===== src/rtl/spi_flash_ctrl.sv =====
// Quad-output SPI flash read controller: 0x6B-style command, single-line
// address, dummy clocks, then quad data assembled into 32-bit words.
module spi_flash_ctrl #(
  parameter int         HALF         = 1,
  parameter int         BURST_WORDS  = 4,
  parameter int         DUMMY_CYCLES = 8,
  parameter logic [7:0] CMD          = 8'h6B,
  parameter int         CS_HIGH      = 4
) (
  input  logic        clk,
  input  logic        rst,
  input  logic [23:0] qspi_addr,
  input  logic        qspi_read_en,
  output logic [31:0] qspi_dout,
  output logic        qspi_dval,
  output logic        qspi_rready,
  output logic        spi_sck,
  output logic        spi_csn,
  output logic [3:0]  spi_io_out,
  output logic [3:0]  spi_io_oe,
  input  logic [3:0]  spi_io_in
);

  typedef enum logic [2:0] {
    S_IDLE, S_CMD, S_ADDR, S_DUMMY, S_DATA, S_DESEL
  } state_t;

  localparam logic [15:0] HALF_LAST = 16'(HALF - 1);
  localparam logic [15:0] CS_LAST   = 16'(CS_HIGH - 1);
  localparam logic [15:0] BW_LAST   = 16'(BURST_WORDS - 1);
  localparam logic [15:0] DUM_LAST  =
    (DUMMY_CYCLES > 0) ? 16'(DUMMY_CYCLES - 1) : 16'd0;

  state_t      state_q;
  logic [15:0] div_q;
  logic [15:0] cnt_q;
  logic [15:0] word_q;
  logic [31:0] sh_q;
  logic [31:0] acc_q;
  logic        sck_q;
  logic        csn_q;
  logic [3:0]  io_q;
  logic [3:0]  oe_q;
  logic [31:0] dout_q;
  logic        dval_q;
  logic        rdy_q;

  logic        tick_d;
  logic        rise_d;
  logic        fall_d;
  logic        start_d;
  logic        active_d;
  logic [4:0]  nib_d;
  logic [31:0] acc_d;

  always_comb begin
    tick_d   = (div_q == HALF_LAST);
    rise_d   = tick_d & ~sck_q;
    fall_d   = tick_d & sck_q;
    active_d = (state_q == S_CMD) || (state_q == S_ADDR) ||
               (state_q == S_DUMMY) || (state_q == S_DATA);
    // the last CS-high cycle doubles as idle so back-to-back keeps CS_HIGH
    start_d  = qspi_read_en &&
               ((state_q == S_IDLE) ||
                ((state_q == S_DESEL) && (cnt_q == CS_LAST)));
    nib_d    = {cnt_q[2:1], ~cnt_q[0], 2'b00};
    acc_d    = acc_q;
    acc_d[nib_d +: 4] = spi_io_in;
  end

  always_ff @(posedge clk or posedge rst) begin
    if (rst) begin
      state_q <= S_IDLE;
      div_q   <= '0;
      cnt_q   <= '0;
      word_q  <= '0;
      sh_q    <= '0;
      acc_q   <= '0;
      sck_q   <= 1'b0;
      csn_q   <= 1'b1;
      io_q    <= '0;
      oe_q    <= '0;
      dout_q  <= '0;
      dval_q  <= 1'b0;
      rdy_q   <= 1'b0;
    end else begin
      dval_q <= 1'b0;
      if (start_d) begin
        state_q <= S_CMD;
        rdy_q   <= 1'b0;
        csn_q   <= 1'b0;
        sck_q   <= 1'b0;
        div_q   <= '0;
        cnt_q   <= '0;
        word_q  <= '0;
        sh_q    <= {CMD, qspi_addr};
        io_q    <= {3'b000, CMD[7]};
        oe_q    <= 4'b0001;
      end else begin
        if (active_d) begin
          if (tick_d) begin
            div_q <= '0;
            sck_q <= ~sck_q;
          end else begin
            div_q <= div_q + 16'd1;
          end
        end
        unique case (state_q)
          S_IDLE: rdy_q <= 1'b1;
          S_CMD: begin
            if (fall_d) begin
              io_q <= {3'b000, sh_q[30]};
              sh_q <= sh_q << 1;
              if (cnt_q == 16'd7) begin
                state_q <= S_ADDR;
                cnt_q   <= '0;
              end else begin
                cnt_q <= cnt_q + 16'd1;
              end
            end
          end
          S_ADDR: begin
            if (fall_d) begin
              if (cnt_q == 16'd23) begin
                state_q <= (DUMMY_CYCLES == 0) ? S_DATA : S_DUMMY;
                cnt_q   <= '0;
                io_q    <= '0;
                oe_q    <= '0;
              end else begin
                io_q  <= {3'b000, sh_q[30]};
                sh_q  <= sh_q << 1;
                cnt_q <= cnt_q + 16'd1;
              end
            end
          end
          S_DUMMY: begin
            if (fall_d) begin
              if (cnt_q == DUM_LAST) begin
                state_q <= S_DATA;
                cnt_q   <= '0;
              end else begin
                cnt_q <= cnt_q + 16'd1;
              end
            end
          end
          S_DATA: begin
            if (rise_d) begin
              acc_q <= acc_d;
              if (cnt_q == 16'd7) begin
                dout_q <= acc_d;
                dval_q <= 1'b1;
              end
            end
            if (fall_d) begin
              if (cnt_q == 16'd7) begin
                cnt_q <= '0;
                if (word_q == BW_LAST) begin
                  state_q <= S_DESEL;
                  csn_q   <= 1'b1;
                end else begin
                  word_q <= word_q + 16'd1;
                end
              end else begin
                cnt_q <= cnt_q + 16'd1;
              end
            end
          end
          S_DESEL: begin
            if (cnt_q == CS_LAST) begin
              state_q <= S_IDLE;
              rdy_q   <= 1'b1;
              cnt_q   <= '0;
            end else begin
              cnt_q <= cnt_q + 16'd1;
            end
          end
          default: state_q <= S_IDLE;
        endcase
      end
    end
  end

  assign qspi_dout   = dout_q;
  assign qspi_dval   = dval_q;
  assign qspi_rready = rdy_q;
  assign spi_sck     = sck_q;
  assign spi_csn     = csn_q;
  assign spi_io_out  = io_q;
  assign spi_io_oe   = oe_q;

endmodule

===== config.mk =====
export PLATFORM = sky130hd
export DESIGN_NAME = spi_flash_ctrl
export DESIGN_NICKNAME = d
export VERILOG_FILES = /design/src/rtl/spi_flash_ctrl.sv
export SDC_FILE = /design/constraint.sdc
export NUM_CORES = 1
export LEC_CHECK = 0
export ABC_AREA = 0
export ABC_CLOCK_PERIOD_IN_PS = 7600
export CAP_MARGIN = 20
export CELL_PAD_IN_SITES_DETAIL_PLACEMENT = 0
export CELL_PAD_IN_SITES_GLOBAL_PLACEMENT = 1
export CORE_UTILIZATION = 46
export DETAILED_ROUTE_END_ITERATION = 8
export PLACE_DENSITY_LB_ADDON = 0.1
export SLEW_MARGIN = 5
export SYNTH_ARGS = -nofsm -noshare
export SYNTH_HDL_FRONTEND = slang
export SYNTH_SLANG_ARGS = --single-unit

===== constraint.sdc =====
create_clock -name clk -period 7.6 [get_ports clk]
set_clock_uncertainty 0.15 [all_clocks]
set_input_delay 1.9 -clock clk [delete_from_list [all_inputs] [get_ports clk]]
set_output_delay 1.9 -clock clk [all_outputs]
set_load 0.01 [all_outputs]

==> metrics <==
area delta synth->final 17.0%; Post-synth top flop dfrtp_1; Synth Register Bits approximately 150; Clock transition at path regs 0.06 ns; # IOs 75; most frequent cells in the layout 151 x dfrtp_1, 75 x nand2_1, 68 x clkdlybuf4s50_1; Initial Utilization 0.475; Chip Width between 100 and 150 µm; busiest grt layer met2; CP arrival 4.43 ns; worst slew pin tran 0.988 ns; Placer Congestion 0.820; vias per inst 5.68; hold buffers post-CTS 0; DRC Markers 0; initial detailed-routing violation count 367; status finished, final reports clean; share of cells above drive strength 1 0.149; clock sinks 152; Clk pwr share 0.295; Setup Slack @ Placement 2.87 ns; routed via count 5,862; clk_lat worst skew 0.42 ns; antenna violations before repair 0; die height about 130 µm; CTS root buffer clkbuf_16; Ant. Diodes 0; Final Critical Period 4.28 ns; post-cts sizing count 0; yosys warns 0; Wirelength per Cell 16.6 µm; sequential share of power 0.412; r2r startpoint cnt_q[0]$_DFFE_PP0P_; total negative slack 0 ns; Setup Buffers After CTS 0; die area 17,800 µm²; Num CTS Buffers 17; Crit path required time 7.75 ns; Async S/R FF share, synth 1.00; H-tree lvl count 4; Switch Pwr 1030 µW; period utilization 0.563; relative slew slack 0.336; worst setup margin 3.32 ns; most common cell after layout, fill and taps aside dfrtp_1; sw frac 0.355; mapped cell area 7940 µm²; Max Cap Viol 0; worst-case clock buffer depth 2; Detailed Place HPWL 11,600 µm; gr usage total 0.206; RSZ-0062 raised after global routing false; Max Clock Freq around 230 MHz; HP Start spi_io_oe[0]$_DFFE_PP0P_; CP endpoint kind flip-flop; global-route wire length before repair 29,100 µm; GR Overflow Total 0; Port Buf Inserts 68; Fillers 1,436; std cell rows 47; CP max FO 20; Gate power share 0.293; Final Max Slew Viols 0; core area 16,700 µm²; Power Internal between 1500 and 2000 µW; CP startpoint qspi_read_en; Worst Hold Class flip-flop to flip-flop; pwr dens 311 nW/µm²; Critical Path Source Type input port; post-synthesis cell count 760; grt met1 use 0.284; Post-synth EDFFs 0; synth top area cells dfrtp_1 48%, mux2_2 9.5%, mux2i_1 5.7%; met2 Resource Use GR 0.325; Setup violations, final 0; post-route ant nets 0; largest net degree at the start of global routing 100; DR pass1 iterations 5; met3 GRT Util 0.0506; vias in the first global route 5,787; worst-path cell chain clkdlybuf4s50_1 > nand2b_1 > nor2_1 > o21a_1 > mux2_2 > mux2_1; post-synth top area share 0.476; Synth Area per Inst 10.4 µm²; Final Hold Fails 0; # nets final 837; CTS tree built; critical path class input port to flip-flop; CP max stage cell o21a_1; sequential-to-total area share from yosys stat 0.479; Distinct cells, synth 63; Crit path largest cell delay 0.75 ns; post-detailed-routing wire length 17,200 µm; leakage power figure ~0.0040 µW; Peak VDD IR 0.000229 V; cell taking the most area after synthesis dfrtp_1
## sequential cells by signal, indices dropped and copies added, names as in the netlist
signal	flops
spi_sck	1
qspi_rready	1
cnt_q	16
div_q	16
qspi_dout	32
spi_csn	1
word_q	16
state_q	3
qspi_dval	1
acc_q	32
spi_io_out	1
spi_io_oe	1
sh_q	31
## worst max-delay path: cells and delay by family
kind	cells	cell delay [ns]
buf+inv	1	0.59
compound gates	1	0.75
mux	2	0.70
simple gates	2	0.47
## stage by stage
| stage | cell area (µm²) | hold slack (ns) | utilization | total power [µW] | cells |
|---|---|---|---|---|---|
| 6_report | 9290 | 0.331 | 0.556 | 2890 | 1032 |
| 5_1_grt | 9290 | 0.363 | 0.556 | 3070 | 1032 |
| 3_5_place_dp | 8680 | 0.322 | 0.520 | 2050 | 1000 |
| 3_3_place_gp | 8680 | 0.313 | 0.520 | 2020 | 1000 |
| 2_1_floorplan | 7960 | 0.300 | - | 1830 | 765 |
| 4_1_cts | 9270 | 0.337 | 0.555 | 2920 | 1031 |
## power by group through the flow
stage	clock, µW	combinational, µW	sequential [µW]
after floorplan	0	723	1100
after global placement	0	830	1190
after detailed placement	0	852	1200
after CTS	877	855	1190
after global routing	914	937	1220
final	853	845	1190
## layout make-up
| cell class | count | area, µm² | share of cell area |
|---|---|---|---|
| sequential | 152 | 3800 | 0.410 |
| multi-input combinational | 529 | 3770 | 0.406 |
| timing repair buffer | 75 | 746 | 0.0803 |
| clock buffer | 17 | 425 | 0.0458 |
| tap | 220 | 275 | 0.0296 |
| clock inverter | 14 | 165 | 0.0178 |
| inverter | 25 | 98.8 | 0.0106 |
## path summary, 6_finish.rpt
kind,end,slack (ns),depth (start not counted)
max in group asynchronous,cnt_q[1]$_DFFE_PP0P_,4.13,3
setup / recovery,sh_q[23]$_DFFE_PP0P_,3.32,6
setup reg to reg,sh_q[23]$_DFFE_PP0P_,4.02,6
hold reg to reg,spi_io_oe[0]$_DFFE_PP0P_,0.33,1
hold / removal,spi_io_oe[0]$_DFFE_PP0P_,0.33,1
min in group asynchronous,qspi_dout[7]$_DFFE_PP0P_,1.90,2
## layer usage
| layer | up-vias | share of wire |
|---|---|---|
| li1 | 2840 | - |
| met1 | 2888 | 0.48 |
| met2 | 117 | 0.47 |
| met3 | 17 | 0.039 |
| met4 | 0 | 0.012 |
| met5 | - | 0 |
## kinds of logic after synthesis
family	Yosys count	share of synthesized area
XOR/XNOR	10	0.0110
adder cells (fa/ha/maj)	6	0.00945
flip-flops	152	0.479
buffers and inverters	84	0.0488
AND/OR/NAND/NOR	232	0.159
multiplexers	126	0.172
AO/OA/AOI/OAI	149	0.120
other	1	0.000472
## cells in the mapped netlist, types with 3 or more instances
master / instances
dfrtp_1: 151
nand2_1: 75
mux2_2: 67
o21ai_0: 47
mux2i_1: 45
a21oi_1: 37
nand3_1: 33
inv_1: 25
buf_2: 24
nor2_1: 24
clkbuf_1: 22
nand4_1: 15
o31ai_1: 15
mux2_1: 14
o2111ai_1: 11
o211ai_1: 11
or4_1: 11
nor4_1: 10
buf_4: 9
nor3_1: 9
or3_1: 9
a21o_1: 8
and3_1: 8
and2_1: 6
and4_1: 6
ha_1: 6
xor2_1: 6
nand2b_1: 5
xnor2_1: 4
nor3b_1: 3
nor4bb_1: 3
o21a_1: 3
No activity file was read; power rests on OpenSTA's default activity.
